**src/rtl/multicycle_control_if.sv**
```systemverilog
// Control bus between the multicycle MIPS controller and its datapath.
// The controller is the master: it reads IR fields and flags, and drives
// every select, strobe and status signal.
interface multicycle_control_if #(
  parameter int CNT_W = 16
);
  logic [5:0]       Op;
  logic [5:0]       Funct;
  logic             Zero;
  logic             MemReady;
  logic             IorD;
  logic             MemWrite;
  logic             IRWrite;
  logic             RegDst;
  logic             MemtoReg;
  logic             RegWrite;
  logic             ALUSrcA;
  logic [1:0]       ALUSrcB;
  logic [2:0]       ALUControl;
  logic [1:0]       PCSrc;
  logic             PCEn;
  logic             Branch;
  logic             Illegal;
  logic [3:0]       State;
  logic [CNT_W-1:0] RetireCount;

  modport master (
    input  Op, Funct, Zero, MemReady,
    output IorD, MemWrite, IRWrite, RegDst, MemtoReg, RegWrite,
           ALUSrcA, ALUSrcB, ALUControl, PCSrc, PCEn, Branch,
           Illegal, State, RetireCount
  );

  modport slave (
    output Op, Funct, Zero, MemReady,
    input  IorD, MemWrite, IRWrite, RegDst, MemtoReg, RegWrite,
           ALUSrcA, ALUSrcB, ALUControl, PCSrc, PCEn, Branch,
           Illegal, State, RetireCount
  );
endinterface

```
**src/rtl/multicycle_control.sv**
```systemverilog
// Multicycle MIPS controller: Moore FSM sequencing a shared-memory,
// shared-ALU datapath. Handles memory wait states, flags illegal
// instructions (sticky) and counts retired instructions.
module multicycle_control #(
  parameter int CNT_W = 16
) (
  input  logic                 clk,
  input  logic                 rst_n,
  multicycle_control_if.master bus
);

  typedef enum logic [3:0] {
    S_FETCH    = 4'd0,
    S_DECODE   = 4'd1,
    S_MEMADR   = 4'd2,
    S_MEMREAD  = 4'd3,
    S_MEMWB    = 4'd4,
    S_MEMWRITE = 4'd5,
    S_EXECUTE  = 4'd6,
    S_ALUWB    = 4'd7,
    S_BRANCH   = 4'd8,
    S_ADDIEXEC = 4'd9,
    S_ADDIWB   = 4'd10,
    S_JUMP     = 4'd11,
    S_TRAP     = 4'd12
  } state_t;

  localparam logic [5:0] OP_RTYPE = 6'b000000;
  localparam logic [5:0] OP_LW    = 6'b100011;
  localparam logic [5:0] OP_SW    = 6'b101011;
  localparam logic [5:0] OP_BEQ   = 6'b000100;
  localparam logic [5:0] OP_ADDI  = 6'b001000;
  localparam logic [5:0] OP_J     = 6'b000010;

  localparam logic [2:0] ALU_ADD = 3'b010;
  localparam logic [2:0] ALU_SUB = 3'b110;
  localparam logic [2:0] ALU_AND = 3'b000;
  localparam logic [2:0] ALU_OR  = 3'b001;
  localparam logic [2:0] ALU_SLT = 3'b111;

  // R-type funct codes this core implements
  function automatic logic funct_legal(input logic [5:0] f);
    case (f)
      6'b100000, 6'b100010, 6'b100100, 6'b100101, 6'b101010: return 1'b1;
      default:                                               return 1'b0;
    endcase
  endfunction

  function automatic logic [2:0] funct_alu(input logic [5:0] f);
    case (f)
      6'b100010: return ALU_SUB;
      6'b100100: return ALU_AND;
      6'b100101: return ALU_OR;
      6'b101010: return ALU_SLT;
      default:   return ALU_ADD;
    endcase
  endfunction

  state_t           state, state_nxt;
  logic             illegal_q;
  logic [CNT_W-1:0] retire_q;

  logic       iord, mem_write, ir_write, reg_dst, mem_to_reg, reg_write;
  logic       alu_src_a, pc_write, branch_c, retire_evt;
  logic [1:0] alu_src_b, pc_src;
  logic [2:0] alu_ctl;

  // State register; reset aborts any instruction in flight
  always_ff @(posedge clk or negedge rst_n) begin
    if (!rst_n) state <= S_FETCH;
    else        state <= state_nxt;
  end

  // Next-state and Moore outputs (MemReady gates only the wait states)
  always_comb begin
    state_nxt  = S_FETCH;
    iord       = 1'b0;
    mem_write  = 1'b0;
    ir_write   = 1'b0;
    reg_dst    = 1'b0;
    mem_to_reg = 1'b0;
    reg_write  = 1'b0;
    alu_src_a  = 1'b0;
    alu_src_b  = 2'b00;
    alu_ctl    = ALU_ADD;
    pc_src     = 2'b00;
    pc_write   = 1'b0;
    branch_c   = 1'b0;
    retire_evt = 1'b0;
    case (state)
      S_FETCH: begin
        alu_src_b = 2'b01;
        ir_write  = bus.MemReady;
        pc_write  = bus.MemReady;
        state_nxt = bus.MemReady ? S_DECODE : S_FETCH;
      end
      S_DECODE: begin
        // Branch target is computed speculatively into ALUOut
        alu_src_b = 2'b11;
        case (bus.Op)
          OP_LW, OP_SW: state_nxt = S_MEMADR;
          OP_RTYPE:     state_nxt = funct_legal(bus.Funct) ? S_EXECUTE : S_TRAP;
          OP_BEQ:       state_nxt = S_BRANCH;
          OP_ADDI:      state_nxt = S_ADDIEXEC;
          OP_J:         state_nxt = S_JUMP;
          default:      state_nxt = S_TRAP;
        endcase
      end
      S_MEMADR: begin
        alu_src_a = 1'b1;
        alu_src_b = 2'b10;
        state_nxt = (bus.Op == OP_LW) ? S_MEMREAD : S_MEMWRITE;
      end
      S_MEMREAD: begin
        iord      = 1'b1;
        state_nxt = bus.MemReady ? S_MEMWB : S_MEMREAD;
      end
      S_MEMWB: begin
        mem_to_reg = 1'b1;
        reg_write  = 1'b1;
        retire_evt = 1'b1;
      end
      S_MEMWRITE: begin
        iord       = 1'b1;
        mem_write  = 1'b1;
        retire_evt = bus.MemReady;
        state_nxt  = bus.MemReady ? S_FETCH : S_MEMWRITE;
      end
      S_EXECUTE: begin
        alu_src_a = 1'b1;
        alu_ctl   = funct_alu(bus.Funct);
        state_nxt = S_ALUWB;
      end
      S_ALUWB: begin
        reg_dst    = 1'b1;
        reg_write  = 1'b1;
        retire_evt = 1'b1;
      end
      S_BRANCH: begin
        alu_src_a  = 1'b1;
        alu_ctl    = ALU_SUB;
        pc_src     = 2'b01;
        branch_c   = 1'b1;
        retire_evt = 1'b1;
      end
      S_ADDIEXEC: begin
        alu_src_a = 1'b1;
        alu_src_b = 2'b10;
        state_nxt = S_ADDIWB;
      end
      S_ADDIWB: begin
        reg_write  = 1'b1;
        retire_evt = 1'b1;
      end
      S_JUMP: begin
        pc_src     = 2'b10;
        pc_write   = 1'b1;
        retire_evt = 1'b1;
      end
      default: state_nxt = S_FETCH;  // TRAP and unused codes
    endcase
  end

  // Sticky illegal flag and retired-instruction counter
  always_ff @(posedge clk or negedge rst_n) begin
    if (!rst_n) begin
      illegal_q <= 1'b0;
      retire_q  <= '0;
    end else begin
      if (state == S_TRAP) illegal_q <= 1'b1;
      if (retire_evt)      retire_q  <= retire_q + 1'b1;
    end
  end

  // Strobes are qualified by rst_n so nothing can fire while reset is held
  assign bus.IorD        = iord;
  assign bus.MemWrite    = mem_write & rst_n;
  assign bus.IRWrite     = ir_write & rst_n;
  assign bus.RegDst      = reg_dst;
  assign bus.MemtoReg    = mem_to_reg;
  assign bus.RegWrite    = reg_write & rst_n;
  assign bus.ALUSrcA     = alu_src_a;
  assign bus.ALUSrcB     = alu_src_b;
  assign bus.ALUControl  = alu_ctl;
  assign bus.PCSrc       = pc_src;
  assign bus.PCEn        = (pc_write | (branch_c & bus.Zero)) & rst_n;
  assign bus.Branch      = branch_c & rst_n;
  assign bus.Illegal     = illegal_q;
  assign bus.State       = state;
  assign bus.RetireCount = retire_q;

endmodule
```
**src/flat_wrapper.sv**
```systemverilog
// flat-port wrapper written by rule: the top's interface ports become plain ports
module multicycle_control_flat 
#(
  parameter int CNT_W = 16
)
  (clk, rst_n, bus_Op, bus_Funct, bus_Zero, bus_MemReady, bus_IorD, bus_MemWrite, bus_IRWrite, bus_RegDst, bus_MemtoReg, bus_RegWrite, bus_ALUSrcA, bus_ALUSrcB, bus_ALUControl, bus_PCSrc, bus_PCEn, bus_Branch, bus_Illegal, bus_State, bus_RetireCount);
  multicycle_control_if #(.CNT_W(CNT_W)) bus_i ();
  input  logic clk;
  input  logic rst_n;
  input wire logic [$bits(bus_i.Op)-1:0] bus_Op;
  input wire logic [$bits(bus_i.Funct)-1:0] bus_Funct;
  input wire logic [$bits(bus_i.Zero)-1:0] bus_Zero;
  input wire logic [$bits(bus_i.MemReady)-1:0] bus_MemReady;
  output wire logic [$bits(bus_i.IorD)-1:0] bus_IorD;
  output wire logic [$bits(bus_i.MemWrite)-1:0] bus_MemWrite;
  output wire logic [$bits(bus_i.IRWrite)-1:0] bus_IRWrite;
  output wire logic [$bits(bus_i.RegDst)-1:0] bus_RegDst;
  output wire logic [$bits(bus_i.MemtoReg)-1:0] bus_MemtoReg;
  output wire logic [$bits(bus_i.RegWrite)-1:0] bus_RegWrite;
  output wire logic [$bits(bus_i.ALUSrcA)-1:0] bus_ALUSrcA;
  output wire logic [$bits(bus_i.ALUSrcB)-1:0] bus_ALUSrcB;
  output wire logic [$bits(bus_i.ALUControl)-1:0] bus_ALUControl;
  output wire logic [$bits(bus_i.PCSrc)-1:0] bus_PCSrc;
  output wire logic [$bits(bus_i.PCEn)-1:0] bus_PCEn;
  output wire logic [$bits(bus_i.Branch)-1:0] bus_Branch;
  output wire logic [$bits(bus_i.Illegal)-1:0] bus_Illegal;
  output wire logic [$bits(bus_i.State)-1:0] bus_State;
  output wire logic [$bits(bus_i.RetireCount)-1:0] bus_RetireCount;
  assign bus_i.Op = bus_Op;
  assign bus_i.Funct = bus_Funct;
  assign bus_i.Zero = bus_Zero;
  assign bus_i.MemReady = bus_MemReady;
  assign bus_IorD = bus_i.IorD;
  assign bus_MemWrite = bus_i.MemWrite;
  assign bus_IRWrite = bus_i.IRWrite;
  assign bus_RegDst = bus_i.RegDst;
  assign bus_MemtoReg = bus_i.MemtoReg;
  assign bus_RegWrite = bus_i.RegWrite;
  assign bus_ALUSrcA = bus_i.ALUSrcA;
  assign bus_ALUSrcB = bus_i.ALUSrcB;
  assign bus_ALUControl = bus_i.ALUControl;
  assign bus_PCSrc = bus_i.PCSrc;
  assign bus_PCEn = bus_i.PCEn;
  assign bus_Branch = bus_i.Branch;
  assign bus_Illegal = bus_i.Illegal;
  assign bus_State = bus_i.State;
  assign bus_RetireCount = bus_i.RetireCount;
  multicycle_control #(.CNT_W(CNT_W)) u_core (.clk(clk), .rst_n(rst_n), .bus(bus_i));
endmodule
```
**config.mk**
```make
export PLATFORM = sky130hd
export DESIGN_NAME = multicycle_control_flat
export DESIGN_NICKNAME = d
export VERILOG_FILES = /design/src/rtl/multicycle_control_if.sv /design/src/rtl/multicycle_control.sv /design/src/flat_wrapper.sv
export SDC_FILE = /design/constraint.sdc
export NUM_CORES = 1
export LEC_CHECK = 0
export BUFFER_PORTS_ARGS = -buffer_cell sky130_fd_sc_hd__buf_2
export CAP_MARGIN = 20
export CORE_UTILIZATION = 49
export DETAILED_ROUTE_END_ITERATION = 10
export PLACE_DENSITY = 0.8
export REMOVE_ABC_BUFFERS = 1
export SKIP_LAST_GASP = 1
export SLEW_MARGIN = 5
export SYNTH_ARGS = -nofsm -noshare
export SYNTH_HDL_FRONTEND = slang
export SYNTH_SLANG_ARGS = --single-unit
```
**constraint.sdc**
```tcl
create_clock -name clk -period 2.2 [get_ports clk]
set_input_delay 0.33 -clock clk [delete_from_list [all_inputs] [get_ports clk]]
set_output_delay 0.33 -clock clk [all_outputs]
set_load 0.02 [all_outputs]
```
==> flow_summary.ini, run 1 <==
[route]
routed_wl_um = 3318
antenna_left = 0
via_per_inst = 5.587
drt-initial-drc-count = 33
vias = 1380
drc = 0
firstDrtPassIters = 4
drt-wirelength-per-cell_um = 13.43

[setup_path]
worstPathArrival_ns = 1.80
ff2ff_setup_slack_ns = 0.42
worst-setup-path-type = flop to output port
start_kind = flop
r2r_cells = 6
cp.required_ns = 1.87
end_kind = output port
cp_max_fo = 3

[floorplanning]
die_area_mm2 = 0.002961
num_rows = 18
die_y_um = 54.42
ioPinCount = 53
die_w_um = 54.42
initial_core_util_pct = 52.90
coreArea_mm2 = 0.002545

[placed_design]
place_congestion = 0.9313
port_buffers = 52
dp_hpwl_um = 2570

[finish]
multiInputGateArea_um2 = 778.2
diodes = 0
layout-drive-gt1-share_pct = 31.34
layout.nets = 235
num-fill-cells = 212
syn_to_final_growth_pct = 26.21
regArea_um2 = 525.5

[timing]
fin_skew_ns = 0.005209
setup_viol = 0
timing.final.crit_share_pct = 96.74
slew_violations = 0
finalHoldViolCount = 0
fin_hold_ws_ns = 0.3971
worstMarginPinSlew_ns = 0.4732
max_slew_margin_pct = 68.39
finalCriticalPeriod_ns = 2.128
fin_tns_setup_ns = 0
fmax_mhz = 469.9
rsz0062_at_grt = no

[global_routing]
grt_pass1_vias = 1191
antenna_found_initial = 0
grt_max_degree = 19
grt_overflow_total = 0
grt_first_pass_wirelength_um = 5085
grt_use_total_pct = 23.68

[hold_path]
hp-class = input port to async pin

[pwr]
p_comb_share_pct = 59.7
p_int_uw = 939.6
clkPwrFrac_pct = 10.1
p_leak_uw = 0.0009016
powerDensity_mw_per_mm2 = 1062
sequentialPowerShare_pct = 30.2
switchingPower_uw = 864.4
peakVddDrop_mv = 0.8770
p_sw_share_pct = 47.91

[logic_synthesis]
yosys.cell_types.count = 44
synth_xor_xnor_area_share_pct = 11.06
synth_area_mm2 = 0.001346
ys_ff_latch = 21
synth-compound-area-share_pct = 10.69
ys_warn_count = 0
syn_avg_cell_area_um2 = 8.414
synth_top_family_by_area = simple AND/OR/NAND/NOR gates
synthCells = 160
yosysSeqAreaShare_pct = 39.03
synthMuxAreaShare_pct = 2.323
synth_simple_gate_area_share_pct = 32.81
synthAdderAreaFrac_pct = 0.9294

[clock_network]
clock_sinks = 21
clk_path_buf_depth = 2
clock_latency_ns = 0.29
cts_root_buf = clkbuf_4
cts_buffers = 3
post_cts_resized = 0
clk_pin_slew_ns = 0.11
h-tree-depth = 1
cts_tree = built

[run]
drv_cap = 0

[run_status]
status = complete, no violations
==> per-stage QoR <==
stage | utilization, % | instances | cell area (um^2) | worst slack (ns) | total power (uW)
6_report | 66.77 | 247 | 1699 | 0.07175 | 1804
5_1_grt | 66.77 | 247 | 1699 | 0.002778 | 1931
4_1_cts | 66.77 | 247 | 1699 | 0.06929 | 1811
3_5_place_dp | 65.29 | 242 | 1662 | 0.4054 | 1629
3_3_place_gp | 65.29 | 242 | 1662 | 0.4486 | 1589
2_1_floorplan | - | 155 | 1326 | 0.07659 | 1263
==> critical path, cell delays in order, from the launching register on <==
cell,delay (ns)
dfrtp_1,0.39
nor2b_1,0.21
nand2_1,0.10
or2_1,0.25
or4_1,0.39
buf_2,0.17
==> cells in the mapped netlist, drive strengths merged <==
library cell | number | area share (%)
nor2 | 24 | 6.7
dfrtp | 21 | 39
nand2 | 15 | 4.2
nand3 | 12 | 4.5
xor2 | 10 | 6.5
and3 | 7 | 3.3
xnor2 | 7 | 4.6
inv | 6 | 1.7
o21ai | 6 | 2.2
nand2b | 5 | 2.3
nor3 | 5 | 2.2
a21oi | 4 | 1.5
clkbuf | 4 | 1.1
nand4 | 3 | 1.4
nor2b | 3 | 1.4
a211oi | 2 | 1.5
mux2i | 2 | 1.5
nand3b | 2 | 1.1
or2 | 2 | 0.93
a31o | 1 | 0.65
a31oi | 1 | 0.46
a32oi | 1 | 0.65
a41o | 1 | 0.74
a41oi | 1 | 0.65
and2 | 1 | 0.46
and3b | 1 | 0.65
buf | 1 | 0.37
ha | 1 | 0.93
mux2 | 1 | 0.84
nor3b | 1 | 0.56
nor4 | 1 | 0.46
nor4b | 1 | 0.65
nor4bb | 1 | 0.74
o21a | 1 | 0.56
o221ai | 1 | 0.65
o22ai | 1 | 0.46
o32ai | 1 | 0.65
or4 | 1 | 0.56
or4b | 1 | 0.74
==> power by group through the flow <==
| stage | combinational [uW] | sequential [uW] | clock [uW] |
|---|---|---|---|
| 6_report | 1080 | 546 | 181 |
| 3_3_place_gp | 1040 | 550 | 0 |
| 2_1_floorplan | 536 | 728 | 0 |
| 5_1_grt | 1170 | 559 | 204 |
| 4_1_cts | 1080 | 549 | 185 |
| 3_5_place_dp | 1070 | 557 | 0 |
==> final timing paths <==
check | startpoint | to
setup / recovery | u_core.bus.State[0] | bus_ALUControl[1]
hold / removal | rst_n | u_core.bus.State[2]
max in group asynchronous | rst_n | u_core.bus.RetireCount[2]
min in group clk | bus_MemReady | u_core.bus.State[2]
setup reg to reg | u_core.bus.State[0] | u_core.bus.RetireCount[7]
hold reg to reg | u_core.bus.RetireCount[15] | u_core.bus.RetireCount[15]
==> layer usage <==
layer  global-route usage [%]  share of wire, %  vias to the layer above
li1                         -                 -                      675
met1                    28.99                42                      636
met2                    42.89                51                       61
met3                    3.333               5.6                        8
met4                    6.410               1.5                        0
met5                        0                 0                        -
==> placed cells by master (no fill, tap or decap), types with 2 or more instances in the layout <==
cell,Yosys,final
mux2i_1,2,2
o21ai_0,5,5
xor2_1,10,10
nand3_1,12,12
nand2_1,15,15
buf_4,0,5
nand4_1,3,3
inv_1,5,5
nand2b_1,5,5
nand3b_1,2,2
xnor2_1,7,7
buf_2,1,52
clkbuf_4,0,3
dfrtp_1,21,21
and3_1,7,7
nor2b_1,3,3
a21oi_1,4,4
nor3_1,4,4
nor2_1,24,24
==> sequential cells by signal, indices dropped and copies added (netlist names) <==
signal                  cells
u_core.bus.RetireCount     16
u_core.bus.State            4
u_core.bus.Illegal          1
==> final cells by class <==
| type | instances | share of cell area (%) |
|---|---|---|
| repair buffers | 58 | 18.11 |
| well taps | 30 | 2.209 |
| clock buffers | 3 | 1.325 |
| multi-input cells | 128 | 45.80 |
| clock inverters | 1 | 0.2946 |
| inverters | 6 | 1.325 |
| flip-flops and latches | 21 | 30.93 |
==> cells by family after synthesis <==
group                    after synthesis
AND/OR/NAND/NOR                       86
AO/OA/AOI/OAI                         21
multiplexers                           3
flip-flops                            21
XOR/XNOR                              17
buffers and inverters                 11
adder cells (fa/ha/maj)                1
==> timing repair <==
action | CTS | global route
setup buffers | 0 | 0
endpoints found under the hold margin | 3 | 0
hold buffers | 1 | 0
Note: power is estimated with default switching activity, not from simulation.
==> run 2: changes to the inputs <==
Settings changed: CORE_ASPECT_RATIO from default to 0.6, CTS_CLUSTER_DIAMETER from default to 40.
==> run 2 against run 1 <==
  * Non-clock buffer count did not move
  * Sequential cell count did not move
  * Register-to-register slack got worse by 0.04 ns
  * Worst setup slack improved by 0.048 ns
  * Critical path depth rose by 1
  * Sequential share of layout area fell by 0.40 points
  * Cell area rose by 1.3%
  * Combinational power barely moved
  * Die area rose by 0.23%
  * Largest power group unchanged
==> flow_summary.ini, run 2 (synthesis gave the netlist of run 1 again) <==
[timing]
fin_hold_ws_ns = 0.4397
max_slew_margin_pct = 66.37
slew_violations = 0
setup_viol = 0
timing.final.crit_share_pct = 94.58
finalHoldViolCount = 0
finalCriticalPeriod_ns = 2.081
fin_tns_setup_ns = 0
worstMarginPinSlew_ns = 0.5034
fmax_mhz = 480.6
rsz0062_at_grt = no
fin_skew_ns = 0.004099

[clock_network]
clock_sinks = 21
clk_pin_slew_ns = 0.08
clk_path_buf_depth = 2
cts_root_buf = clkbuf_8
h-tree-depth = 1
cts_buffers = 3
cts_tree = built
post_cts.repair.setup_buffers = 0
clock_latency_ns = 0.26

[setup_path]
ff2ff_setup_slack_ns = 0.38
crit_start = u_core.bus.State[2]
end_kind = output port
cp_num_buf_inv = 2
cp_max_fo = 6
cp_top_family = simple AND/OR/NAND/NOR gates
crit_slowest_cell = or4_1
r2r_cells = 6
start_kind = flop
worstPathArrival_ns = 1.75
crit_chain = inv_2 > nor2_1 > nand2_1 > or2_1 > or4_1 > buf_2
r2r_end = u_core.bus.RetireCount[8]
worst-setup-path-type = flop to output port
max_stage_delay_ns = 0.40
r2r-start = u_core.bus.State[0]
cp.required_ns = 1.87

[route]
antenna_left = 0
routed_wl_um = 3548
via_per_inst = 5.651
drc = 0
drt-wirelength-per-cell_um = 14.25
vias = 1407
firstDrtPassIters = 4
drt-initial-drc-count = 101

[pwr]
p_sw_share_pct = 47.31
clkPwrFrac_pct = 13.2
p_comb_share_pct = 57.6
switchingPower_uw = 900.8
p_leak_uw = 0.0009067
peakVddDrop_mv = 0.6552
powerDensity_mw_per_mm2 = 1106
sequentialPowerShare_pct = 29.2
p_int_uw = 1003

[global_routing]
grt_overflow_total = 0
grt_first_pass_wirelength_um = 5851
grt_pass1_vias = 1324
grt_use_total_pct = 24.97
antenna_found_initial = 0
grt_max_degree = 18

[finish]
layout.nets = 235
layout_commonest_cell = buf_2
syn_to_final_growth_pct = 27.88
finish.utilization_pct = 67.32
largest_register_ffs = 16
final_cell_mix = 52 x buf_2, 24 x nor2_1, 21 x dfrtp_1
layout-drive-gt1-share_pct = 31.34
diodes = 0
fin_area_mm2 = 0.001722

[placed_design]
place_area_mm2 = 0.001664
place_congestion = 0.8544
dp_hpwl_um = 2673
port_buffers = 52

[floorplanning]
die_y_um = 42.60
coreArea_mm2 = 0.002557
initial_core_util_pct = 52.64
die_w_um = 69.67
ioPinCount = 53
num_rows = 14
die_area_mm2 = 0.002968

[run_status]
status = complete, no violations

[run]
drv_cap = 0

[hold_path]
hp-class = input port to async pin
==> run 2: cell types whose count changed in the layout (fill, tap and decap cells not counted) <==
cell,change
nor2b_2,+1
clkinv_2,-1
clkbuf_1,+1
nor2b_1,-1
clkbuf_4,-3
clkbuf_8,+3
==> run 2: final cells by class <==
| class | instances | area, um^2 |
|---|---|---|
| fillers | 218 | 835.8 |
| multi-input cells | 128 | 780.7 |
| flip-flops and latches | 21 | 525.5 |
| repair buffers | 58 | 307.8 |
| clock buffers | 4 | 45.04 |
| well taps | 32 | 40.04 |
| inverters | 6 | 22.52 |
==> run 2: power groups by stage <==
stage | clock (uW) | sequential [uW] | combinational [uW]
2_1_floorplan | 0 | 728 | 536
3_3_place_gp | 0 | 552 | 1050
3_5_place_dp | 0 | 560 | 1080
4_1_cts | 259 | 554 | 1080
5_1_grt | 274 | 567 | 1190
6_report | 252 | 555 | 1100
==> run 2: stage by stage <==
step	total power [uW]	setup slack (ns)	cells
finish	1904	0.1193	249
CTS	1896	0.1108	249
floorplan	1263	0.07659	155
global placement	1598	0.4566	244
global route	2027	0.03277	249
detailed placement	1637	0.3975	244
==> run 2: worst max path at each step <==
| stage | depth (start not counted) | endpoint | slack [ns] |
|---|---|---|---|
| floorplan | 5 | bus_ALUControl[2] | 0.08 |
| global placement | 5 | bus_ALUControl[1] | 0.46 |
| global route | 6 | bus_ALUControl[1] | 0.03 |
| detailed placement | 5 | bus_ALUControl[1] | 0.40 |
| CTS | 5 | bus_ALUControl[1] | 0.11 |
| finish | 6 | bus_ALUControl[1] | 0.12 |
==> run 2: what timing repair did <==
item / 4_1_cts / 5_1_grt
resized for setup: 0 / 1
hold endpoints to repair: 4 / 0
setup endpoints to repair: 0 / 1
hold buffers: 1 / 0
==> run 2: per-layer routing <==
| layer | global-route usage, % | routed length (um) |
|---|---|---|
| met5 | 0 | 0 |
| met4 | 9.200 | 21 |
| met3 | 6.971 | 330 |
| met2 | 39.42 | 1616 |
| met1 | 33.13 | 1579 |
==> run 3: changes to the inputs <==
Settings changed: CORE_UTILIZATION 49 to 42, PLACE_DENSITY 0.8 to 0.71.
==> run 3 against run 2 <==
  * Routed wire length grew 1.9%
  * Clock power is essentially flat
  * Die area grew 16%
  * Highest routed layer unchanged
  * Via count shrank 0.43%
  * Register-to-register slack is essentially flat
  * Worst setup slack gained 0.015 ns
  * Critical path depth is the same
  * Combinational power is essentially flat
==> flow_summary.ini, run 3 (synthesis gave the netlist of run 1 again) <==
[global_routing]
gr-usage-met1_pct = 31.97
grt.met2_usage_pct = 35.50
grt_first_pass_wirelength_um = 5609
grt_max_degree = 21
gr-usage-met3_pct = 5.752
antenna_found_initial = 0
top_usage_layer = met2
grt_overflow_total = 0
grt_pass1_vias = 1172
grt_use_total_pct = 22.50

[route]
routed_wl_um = 3615
via_per_inst = 5.409
vias = 1401
drc = 0
firstDrtPassIters = 4
drt-wirelength-per-cell_um = 13.96
drt-initial-drc-count = 82
antenna_left = 0

[pwr]
p_comb_share_pct = 57.6
peakVddDrop_mv = 0.7972
switchingPower_uw = 894.5
p_int_uw = 1004
p_total_uw = 1898
powerDensity_mw_per_mm2 = 1095
p_leak_uw = 0.0009067
sequentialPowerShare_pct = 29.2
p_sw_share_pct = 47.13
clkPwrFrac_pct = 13.2

[placed_design]
port_buffers = 52
dp_hpwl_um = 2761
place_congestion = 0.8484
pre_cts_ws_ns = 0.3847

[setup_path]
worst-setup-path-type = flop to output port
r2r_cells = 6
ff2ff_setup_slack_ns = 0.39
cp_max_fo = 6
r2r_end = u_core.bus.RetireCount[15]
start_kind = flop
end_kind = output port
cp.required_ns = 1.87
r2r-start = u_core.bus.State[0]
worstPathArrival_ns = 1.74

[floorplanning]
ioPinCount = 53
num_rows = 15
die_y_um = 45.86
coreArea_mm2 = 0.002965
initial_core_util_pct = 45.40
die_w_um = 75.09
die_area_mm2 = 0.003443

[finish]
layout-drive-gt1-share_pct = 31.34
finish.utilization_pct = 58.48
largest_register_ffs = 16
num-fill-cells = 285
layout.nets = 235
layout_commonest_cell = buf_2
diodes = 0
final_cell_mix = 52 x buf_2, 24 x nor2_1, 21 x dfrtp_1
syn_to_final_growth_pct = 28.81

[timing]
fin_skew_ns = 0.005043
fin_tns_setup_ns = 0
slew_violations = 0
worst_slack_ns = 0.1341
fin_hold_ws_ns = 0.4156
fmax_mhz = 484.1
setup_viol = 0
finalHoldViolCount = 0
max_slew_margin_pct = 67.72
finalCriticalPeriod_ns = 2.066
rsz0062_at_grt = no
timing.final.crit_share_pct = 93.90
worstMarginPinSlew_ns = 0.4832

[run_status]
status = complete, no violations

[hold_path]
hp-class = input port to async pin

[clock_network]
clk_pin_slew_ns = 0.08
h-tree-depth = 1
cts_tree = built
clock_sinks = 21
cts_buffers = 3
post_cts.repair.setup_buffers = 0
clk_path_buf_depth = 2
cts_root_buf = clkbuf_8
clock_latency_ns = 0.26

[run]
drv_cap = 0
-- run 3: cell counts in the layout (fill, tap and decap cells not counted) --
No cell type changed its count.
-- run 3: final cells by class --
type,count,area [um^2],area share (%)
clock buffer,4,45.04,2.597
inverter,6,22.52,1.299
multi-input combinational,128,780.7,45.02
sequential,21,525.5,30.30
tap,42,52.55,3.030
timing repair buffer,58,307.8,17.75
-- run 3: timing repair --
action	CTS	global route
endpoints found under the hold margin	1	0
gates resized for setup	0	1
hold buffers	1	0
endpoints found under the setup margin	0	1
-- run 3: how the worst max path moves through the flow --
stage	from	end	slack (ns)	cells after the start
after floorplan	u_core.bus.State[2]	bus_ALUControl[2]	0.08	5
after global placement	u_core.bus.State[0]	bus_PCEn	0.45	5
after detailed placement	u_core.bus.State[0]	bus_ALUControl[1]	0.38	5
after CTS	u_core.bus.State[0]	bus_ALUControl[1]	0.1	5
after global routing	u_core.bus.State[2]	bus_ALUControl[1]	0.01	6
final	u_core.bus.State[2]	bus_ALUControl[1]	0.13	6
-- run 3: critical path, stage by stage (launching register included) --
cell,delay (ns)
dfrtp_1,0.37
inv_2,0.07
nor2_1,0.13
nand2_1,0.09
or2_1,0.25
or4_1,0.40
buf_2,0.17
-- run 3: metrics by stage --
stage                     instance area [um^2]  std cells
after floorplan                           1326        155
after global placement                    1677        254
after detailed placement                  1677        254
after CTS                                 1732        259
after global routing                      1734        259
final                                     1734        259
-- run 3: power by group through the flow --
stage / clock (uW) / combinational, uW / sequential (uW)
floorplan: 0 / 536 / 728
global placement: 0 / 1050 / 553
detailed placement: 0 / 1080 / 561
CTS: 254 / 1080 / 553
global route: 276 / 1190 / 566
finish: 250 / 1090 / 554
-- run 3: per-layer routing --
layer	vias to the layer above	wire (um)
met1	658	1713
li1	675	-
met4	0	4
met2	66	1633
met3	2	264
met5	-	0
